## src/rtl/ghost_pkg.sv

```systemverilog
// Shared widths, direction encoding and LFSR seed for the ghost array controller.
package ghost_pkg;

   localparam int unsigned X_W = 10;
   localparam int unsigned Y_W = 9;

   typedef logic [1:0] dir_t;

   localparam dir_t DIR_UP    = 2'd0;
   localparam dir_t DIR_DOWN  = 2'd1;
   localparam dir_t DIR_LEFT  = 2'd2;
   localparam dir_t DIR_RIGHT = 2'd3;

   localparam logic [15:0] LFSR_SEED = 16'hACE1;

   // Random turn: never keep the current heading.
   function automatic dir_t rand_pick(input dir_t cand, input dir_t cur);
      return (cand == cur) ? dir_t'(cand + 2'd1) : cand;
   endfunction

endpackage

```

## src/rtl/ghost_lfsr16.sv

```systemverilog
// 16-bit Fibonacci LFSR (taps 16,14,13,11), shifting right and advancing every cycle.
module ghost_lfsr16
   import ghost_pkg::*;
(
   input  logic        clk,
   input  logic        rst,
   output logic [15:0] state
);

   logic [15:0] state_q;
   logic        fb;

   assign fb    = state_q[0] ^ state_q[2] ^ state_q[3] ^ state_q[5];
   assign state = state_q;

   always_ff @(posedge clk) begin
      if (rst) begin
         state_q <= LFSR_SEED;
      end else begin
         state_q <= {fb, state_q[15:1]};
      end
   end

endmodule

```

## src/rtl/ghost_array_ctrl.sv

```systemverilog
// Array of independent ghost movers sharing one step prescaler and one LFSR.
// Define GHOST_CHASE_EN to add Pac-Man-directed turning when chase is high.
module ghost_array_ctrl
   import ghost_pkg::*;
#(
   parameter int unsigned N_GHOSTS   = 4,
   parameter int unsigned STEP_DIV   = 131072,
   parameter int unsigned START_X    = 200,
   parameter int unsigned START_Y    = 146,
   parameter int unsigned X_MAX      = 639,
   parameter int unsigned CATCH_DIST = 8
) (
   input  logic                      clk,
   input  logic                      rst,
   input  logic [N_GHOSTS-1:0]       blocked,
   input  logic                      chase,
   input  logic [X_W-1:0]            pac_x,
   input  logic [Y_W-1:0]            pac_y,
   output logic [X_W*N_GHOSTS-1:0]   ghost_x,
   output logic [Y_W*N_GHOSTS-1:0]   ghost_y,
   output logic [2*N_GHOSTS-1:0]     ghost_dir,
   output logic [N_GHOSTS-1:0]       turn,
   output logic                      caught
);

   localparam int unsigned CNT_W = $clog2(STEP_DIV);
   localparam logic [CNT_W-1:0] CNT_LAST = CNT_W'(STEP_DIV - 1);
   localparam logic [X_W-1:0]   X_LAST   = X_W'(X_MAX);
   localparam logic [10:0]      CATCH_L  = 11'(CATCH_DIST);

   logic [CNT_W-1:0]    cnt_q, cnt_d;
   logic                step_tick;
   logic [15:0]         lfsr;
   logic [N_GHOSTS-1:0] near;
   logic                caught_q;
   logic                unused_lfsr;

   assign step_tick   = (cnt_q == CNT_LAST);
   assign cnt_d       = step_tick ? '0 : cnt_q + CNT_W'(1);
   assign unused_lfsr = ^lfsr;
   assign caught      = caught_q;

   always_ff @(posedge clk) begin
      if (rst) begin
         cnt_q    <= '0;
         caught_q <= 1'b0;
      end else begin
         cnt_q    <= cnt_d;
         caught_q <= |near;
      end
   end

   ghost_lfsr16 u_lfsr (
      .clk   (clk),
      .rst   (rst),
      .state (lfsr)
   );

`ifndef GHOST_CHASE_EN
   logic unused_chase;
   assign unused_chase = chase;
`endif

   for (genvar g = 0; g < N_GHOSTS; g++) begin : g_ghost
      logic [X_W-1:0]   x_q, x_d;
      logic [Y_W-1:0]   y_q, y_d;
      dir_t             dir_q, dir_d;
      logic             turn_q, turn_d;
      dir_t             rnd_dir, new_dir;
      logic signed [10:0] dx, dy;
      logic [10:0]      adx, ady;

      assign dx      = $signed({1'b0, pac_x}) - $signed({1'b0, x_q});
      assign dy      = $signed({2'b0, pac_y}) - $signed({2'b0, y_q});
      assign adx     = $unsigned(dx[10] ? -dx : dx);
      assign ady     = $unsigned(dy[10] ? -dy : dy);
      assign near[g] = (adx < CATCH_L) && (ady < CATCH_L);
      assign rnd_dir = rand_pick(lfsr[2*g +: 2], dir_q);

`ifdef GHOST_CHASE_EN
      dir_t chase_dir;
      logic chase_ok;

      // Close the larger axis gap first; ties favour the horizontal axis.
      always_comb begin
         chase_dir = DIR_UP;
         chase_ok  = 1'b1;
         if (adx >= ady && dx != '0) begin
            chase_dir = dx[10] ? DIR_LEFT : DIR_RIGHT;
         end else if (dy != '0) begin
            chase_dir = dy[10] ? DIR_UP : DIR_DOWN;
         end else begin
            chase_ok = 1'b0;
         end
         if (chase_dir == dir_q) begin
            chase_ok = 1'b0;
         end
      end

      assign new_dir = (chase && chase_ok) ? chase_dir : rnd_dir;
`else
      assign new_dir = rnd_dir;
`endif

      always_comb begin
         x_d    = x_q;
         y_d    = y_q;
         dir_d  = dir_q;
         turn_d = 1'b0;
         if (step_tick) begin
            if (blocked[g]) begin
               dir_d  = new_dir;
               turn_d = 1'b1;
            end else begin
               unique case (dir_q)
                  DIR_UP:    if (y_q != '0) y_d = y_q - Y_W'(1);
                  DIR_DOWN:  if (y_q != '1) y_d = y_q + Y_W'(1);
                  DIR_LEFT:  x_d = (x_q == '0) ? X_LAST : x_q - X_W'(1);
                  DIR_RIGHT: x_d = (x_q == X_LAST) ? '0 : x_q + X_W'(1);
               endcase
            end
         end
      end

      always_ff @(posedge clk) begin
         if (rst) begin
            x_q    <= X_W'(START_X + 16 * g);
            y_q    <= Y_W'(START_Y);
            dir_q  <= DIR_UP;
            turn_q <= 1'b0;
         end else begin
            x_q    <= x_d;
            y_q    <= y_d;
            dir_q  <= dir_d;
            turn_q <= turn_d;
         end
      end

      assign ghost_x[X_W*g +: X_W] = x_q;
      assign ghost_y[Y_W*g +: Y_W] = y_q;
      assign ghost_dir[2*g +: 2]   = dir_q;
      assign turn[g]               = turn_q;
   end

endmodule

```

## config.mk

```make
export PLATFORM = sky130hd
export DESIGN_NAME = ghost_array_ctrl
export DESIGN_NICKNAME = d
export VERILOG_FILES = /design/src/rtl/ghost_pkg.sv /design/src/rtl/ghost_lfsr16.sv /design/src/rtl/ghost_array_ctrl.sv
export SDC_FILE = /design/constraint.sdc
export NUM_CORES = 1
export LEC_CHECK = 0
export BUFFER_PORTS_ARGS = -buffer_cell sky130_fd_sc_hd__clkbuf_2
export CAP_MARGIN = 0
export CELL_PAD_IN_SITES_DETAIL_PLACEMENT = 0
export CELL_PAD_IN_SITES_GLOBAL_PLACEMENT = 1
export CORE_AREA = 5 5 159 161
export DETAILED_ROUTE_END_ITERATION = 16
export DIE_AREA = 0 0 164 166
export MAX_ROUTING_LAYER = met4
export PLACE_DENSITY_LB_ADDON = 0.3
export SLEW_MARGIN = 20
export SYNTH_ARGS = -nofsm -noshare
export SYNTH_HDL_FRONTEND = slang
export SYNTH_SLANG_ARGS = --single-unit
```

## constraint.sdc

```tcl
create_clock -name clk -period 9.2 [get_ports clk]
set_clock_uncertainty 0.15 [all_clocks]
set_input_delay 1.84 -clock clk [delete_from_list [all_inputs] [get_ports clk]]
set_output_delay 1.84 -clock clk [all_outputs]
set_load 0.01 [all_outputs]
```

# After elaboration in Yosys (flattened, before gate mapping)
# Cells that the tools add are included.
# word_totals
ff_bits	122
input_bits	26
output_inout_bits	89
wordCells	184
# classes
add_sub_neg	37
order_cmp	8
eq_ne	33
n_mux	40
bitwise_logic	8
n_reduce_logical	39
# op_table
cell	n
< comparator 11 x 4 -> 1 bit, second input constant	8
2-to-1 mux 11 bit	8
2-to-1 mux 10 bit	8
one-hot mux 10 bit (2 select lines)	4
2-to-1 mux 9 bit	8
one-hot mux 9 bit (2 select lines)	4
negator 10 -> 11 bit	4
negator 11 bit	4
subtractor 10 x 10 -> 11 bit	4
adder 10 x 1 -> 10 bit, second input constant	4
== test 10 bit, second input constant	4
logical NOT 10 bit	4
subtractor 10 x 1 -> 10 bit, second input constant	4
subtractor 9 x 9 -> 10 bit	4
adder 9 x 1 -> 9 bit, second input constant	4
!= test 9 bit, second input constant	4
nonzero test 9 bit	4
subtractor 9 x 1 -> 9 bit, second input constant	4
AND reduction 5 bit	4
adder 17 x 1 -> 17 bit, second input constant	1
== test 17 bit, second input constant	1
== test 2 bit, second input constant	8
!= test 2 bit, second input constant	8
nonzero test 2 bit	8
other kinds (13)	47

# Longest topological paths before layout
# logic_depth
ltp_word	6
depth_mapped	13
mapped_depth_nobuf	13

# Modules after synthesis
# From an unflattened synthesis, not the netlist that was laid out.
# hier_totals
cells_unflattened	1523
area_unflattened_um2	11410.9
# by_module_without_submodules
module	n_inst	cells_per_inst	area_per_inst_um2
ghost_array_ctrl	1	1487	10953.0
ghost_lfsr16	1	36	457.9

# Least setup slack after synthesis
# Ideal clock, no wire load.
# synth_timing
path_kind	input to register
start	input pac_x[0]
end	register caught_q (netlist: caught)
t_arrival_ns	4.508
required_ns	8.973
slack_ns	4.466
cell_stages	13
path_buffers	0
cell_sequence	inv_1 ha_1 inv_1 fa_1 a211oi_1 o211ai_1 and2_2 a311o_1 and3_1 or4_4 a22oi_2 nand4_1 a41oi_2
# synth_via
elab_chain_cells	6
word_cells_on_any_way	21
# synth_lines
element	line	source
from (decl)	ghost_array_ctrl.sv:17	input logic [X_W-1:0] pac_x,
subtractor 10 x 10 -> 11 bit	ghost_array_ctrl.sv:73	assign dx = $signed({1'b0, pac_x}) - $signed({1'b0, x_q});
negator 11 bit	ghost_array_ctrl.sv:75	assign adx = $unsigned(dx[10] ? -dx : dx);
2-to-1 mux 11 bit	ghost_array_ctrl.sv:75	
< comparator 11 x 4 -> 1 bit	ghost_array_ctrl.sv:77	assign near[g] = (adx < CATCH_L) && (ady < CATCH_L);
logical AND 1 bit	ghost_array_ctrl.sv:77	
OR reduction 4 bit *	ghost_array_ctrl.sv:49	caught_q <= |near;
to (signal assigned)	ghost_array_ctrl.sv:49	
to (decl)	ghost_array_ctrl.sv:35	logic caught_q;
# Mark *: on every way between the ends. The rest lies on a longest branch, timed or not.
# A chain may end at the register's enable or synchronous reset.

# Worst setup path after layout
# Same ends and word-level chain as after synthesis.

==> results.md <==
Yosys:
- The commonest register cell after synthesis is sky130_fd_sc_hd__dfxtp_1.
- The number of nets in the synthesized netlist is ~1600.
- The async set or reset register ratio after synthesis is 0.
- The synthesized design spends more area on one cell type than any other, namely sky130_fd_sc_hd__dfxtp_1.
- The cell area that synthesis handed to floorplanning was about 0.011 mm2.
- The area share of the largest cell type after synthesis is 0.220.
- By area the synthesized netlist is led by sky130_fd_sc_hd__dfxtp_1 22%, sky130_fd_sc_hd__ha_1 13%, sky130_fd_sc_hd__a21oi_1 6.0%, sky130_fd_sc_hd__xnor2_1 4.4%, sky130_fd_sc_hd__nor2_1 4.2%.
- The count of yosys warnings during synthesis is 0.
- In this run the mean area of a mapped cell was between 7 and 8 um2.
- The synthesized design contains 0 enable-type register cells.
- The cell count after synthesis is between 1000 and 1500.
- The count of cell types in the netlist is 76.
- The sequential share of the synthesized area is 0.220.
- The register bit total from synthesis is 122.

Floorplanning:
- The die is ~170 um tall.
- The floorplan step defined a die boundary enclosing roughly 0.027 mm2.
- The row count is 57.
- For this design the top-level I/O count stands at roughly 120.
- The die outline width is ~160 um.
- The starting density of the core is 0.466.
- After floorplanning, the core was sized to cover 0.0238 mm2.

Job:
- Max-cap violations in this run came to 0.

Setup path:
- STA classifies the critical path startpoint as an input port.
- In this run the critical register-to-register path is launched from cnt_q[3].
- At the worst endpoint, the required time is 9.39 ns.
- The endpoint identified for the worst register-to-register timing path is g_ghost[1].y_q[8].
- The maximum fanout encountered on the critical timing path is 5.
- The worst setup path is captured at a flop.
- STA puts the critical path data arrival time at 4.96 ns.
- Counting cells, the worst reg-to-reg path comes to 11.
- Setup slack on the worst reg-to-reg path comes out at ~5.4 ns.
- The path type of the worst setup path is input port to flop.

Global route:
- The aggregate global-route resource usage is 0.233.
- The first global-routing pass estimated approximately 51000 um of wire.
- The via count of the first global-routing pass is 10100.
- For this run the aggregate overflow at the end of global routing stands at 0.
- The initial antenna violation count is 0.
- Entering global routing, the biggest net connects 59 pins.

Timing:
- In the post-route analysis, the smallest setup slack over all paths is roughly 4.4 ns.
- Setup violations remaining at the end of the flow were counted as 0.
- The final count of hold timing violations is 0.
- The post-layout minimum cycle time is ~4.8 ns.
- Setup repair after global routing left no endpoint under its margin.
- The achievable frequency is roughly 0.21 GHz.
- At the pin with the least slew margin, the transition time is 1.13 ns.
- For the final routed database, the setup TNS stands at 0 ns.
- Measured against its own limit, the worst slew margin works out to 0.244.
- Dividing the final minimum period by the clock period gives 0.519.
- The number of pins exceeding their max-slew limit in the final report is 0.

Clock tree:
- The later pin in the worst-skew pair is clocked with a latency of 0.43 ns.
- The CTS buffer count is 17.
- After clock tree synthesis, the setup repair step added 0 buffers.
- The post-cts hold buffer count is 0.
- The CTS H-tree depth is 4.
- After clock tree synthesis, the repair step resized 0 gates.
- TritonCTS built the clock tree.
- After clock tree synthesis, the clock-pin slew on the worst setup and hold paths is 0.06 ns.
- The root buffer cell is sky130_fd_sc_hd__clkbuf_16.
- The count of clock tree sinks is approximately 120.
- The longest clock path from root to sink contains 2 buffers.

Worst hold path:
- In this run the most critical hold path is launched from u_lfsr.state[14].
- The class of the worst hold path is flop to flop.
- The worst hold endpoint is u_lfsr.state[13].
- The count of cells along the worst hold path is 1.

Power and ir drop:
- Total power for the finished layout comes to 1.46 mW.
- The worst-case IR drop observed on VDD is roughly 110 uV.
- The power density of the placed cells is 117 mW/mm2.
- Summed over all cells, the static leakage comes to approximately 5.2 nW.

Placement:
- Routability-driven placement finished with a final weighted congestion of between 0.8 and 0.9.
- The number of port buffers is 113.
- Once placement completed, the tool counted placed cells totaling approximately 1800.
- After legalization and detailed placement, the total HPWL measured roughly 23000 um.
- Prior to clock tree synthesis, the placed netlist has a worst setup slack of approximately 4.0 ns.

Cells and area:
- Of the cells placed in the final design, the portion with a size suffix greater than 1 is 0.124.
- The number of nets in the layout is between 1500 and 2000.
- The register cell area after layout is 0.00244 mm2.
- The area used by multi-input combinational logic is 0.00796 mm2.
- The repair_antennas step left the layout with diodes totalling 0.
- Compared with the post-synthesis result, the final layout area differs by 12.7%.
- The count of filler cells inserted in the layout is approximately 2400.
- The number of cells in the finished layout apart from fillers is about 1900.
- At the end of the flow the core is filled with cells to 0.525.

Route:
- The remaining design rule violation count is 0.
- The first TritonRoute pass finished after 6 iterations.
- The post-detailed-route wirelength per cell is between 15 and 20 um.
- For this block, the initial DRC count from the detailed router was 949.
- After detailed routing, the number of vias per cell comes to 5.73.
- The aggregate routed wire length is ~31000 um.
- The detail route stage leaves a number of antenna-violating nets equal to 0.
- The routed layout has 10700 vias.

Status:
- The run finished with clean final reports.
state kept, by name (all words and copies together), names as in the netlist:
| name | flops |
|---|---|
| caught | 1 |
| cnt_q | 17 |
| g_ghost.dir_q | 8 |
| g_ghost.turn_q | 4 |
| g_ghost.x_q | 40 |
| g_ghost.y_q | 36 |
| u_lfsr.state | 16 |
cell type report:
type                    instances  share of cell area
inverters                     114              0.0342
flip-flops and latches        122               0.195
clock inverters                13              0.0150
clock buffers                  19              0.0362
repair buffers                120              0.0495
well taps                     324              0.0324
multi-input cells            1156               0.637
layer usage:
layer | track usage | wire [um] | up-vias
li1 | - | - | 5432
met5 | - | 0 | -
met3 | 0.0325 | 1280 | 44
met4 | 0.0664 | 643 | 0
met2 | 0.361 | 13700 | 237
met1 | 0.317 | 14900 | 4995
metrics by stage:
step	hold WS (ns)	area (um2)
after global placement	0.244	11900
after CTS	0.266	12500
after global routing	0.283	12500
final	0.261	12500
after detailed placement	0.248	11900
after floorplan	0.239	11100
cell usage in the layout (no fill, tap or decap), types with 27 or more instances in the layout:
cell type,n
sky130_fd_sc_hd__a21oi_1,132
sky130_fd_sc_hd__nor2_1,125
sky130_fd_sc_hd__dfxtp_1,122
sky130_fd_sc_hd__inv_1,114
sky130_fd_sc_hd__ha_1,114
sky130_fd_sc_hd__clkbuf_2,112
sky130_fd_sc_hd__nand2_1,105
sky130_fd_sc_hd__o21ai_0,77
sky130_fd_sc_hd__xnor2_1,56
sky130_fd_sc_hd__xor2_1,50
sky130_fd_sc_hd__nand3_1,46
sky130_fd_sc_hd__nor3_1,40
sky130_fd_sc_hd__nor4_1,27
worst max-delay path: stages:
cell and delay [ns]:
sky130_fd_sc_hd__clkbuf_2 0.08, sky130_fd_sc_hd__inv_1 0.14, sky130_fd_sc_hd__ha_1 0.19, sky130_fd_sc_hd__inv_1 0.06
sky130_fd_sc_hd__fa_1 0.43, sky130_fd_sc_hd__a211oi_1 0.35, sky130_fd_sc_hd__o211ai_1 0.17, sky130_fd_sc_hd__and2_2 0.23
sky130_fd_sc_hd__a311o_1 0.27, sky130_fd_sc_hd__and3_1 0.15, sky130_fd_sc_hd__or4_4 0.53, sky130_fd_sc_hd__a22oi_2 0.17
sky130_fd_sc_hd__nand4_1 0.15, sky130_fd_sc_hd__a41oi_2 0.21
cells by family after synthesis:
logic type,after synthesis,share of synthesized area
compound gates,408,0.240
simple gates,505,0.233
xor+xnor,106,0.0837
mux,11,0.0103
buf+inv,167,0.0624
flops,122,0.220
fa+ha+maj,126,0.150
synth_stat cells (all sizes together), types with 6 or more instances:
library cell	count
o211ai	17
and3	12
o41ai	6
nand3	46
a31o	6
a21o	25
xnor2	56
o21a	15
and2	9
a311oi	8
nor3b	6
o22ai	7
a21oi	132
nand2b	10
and3b	6
and4	8
inv	114
a211oi	12
nand4	25
nor2	125
or2	12
ha	114
dfxtp	122
nor4	27
xor2	50
fa	12
or3	18
clkbuf	43
o21ai	77
nand3b	11
or3b	7
o31ai	14
nor2b	25
nand2	105
a31oi	8
nor3	40
a41oi	10
mux2i	8
o21bai	21
buf	9
power by group:
| part | total, mW | switching [mW] | internal (mW) |
|---|---|---|---|
| clock network | 0.747 | 0.276 | 0.470 |
| logic | 0.177 | 0.103 | 0.0734 |
| registers | 0.538 | 0.00385 | 0.534 |
| total | 1.46 | 0.384 | 1.08 |
worst max-delay path by stage:
| stage | cells after the start | start | end |
|---|---|---|---|
| 6_report | 14 | pac_x[0] | caught |
| 5_1_grt | 14 | pac_x[0] | caught |
| 3_3_place_gp | 14 | pac_x[0] | caught |
| 3_5_place_dp | 14 | pac_x[0] | caught |
| 2_1_floorplan | 13 | pac_x[0] | caught |
| 4_1_cts | 14 | pac_x[0] | caught |
Power figures use the tool's default switching activity.
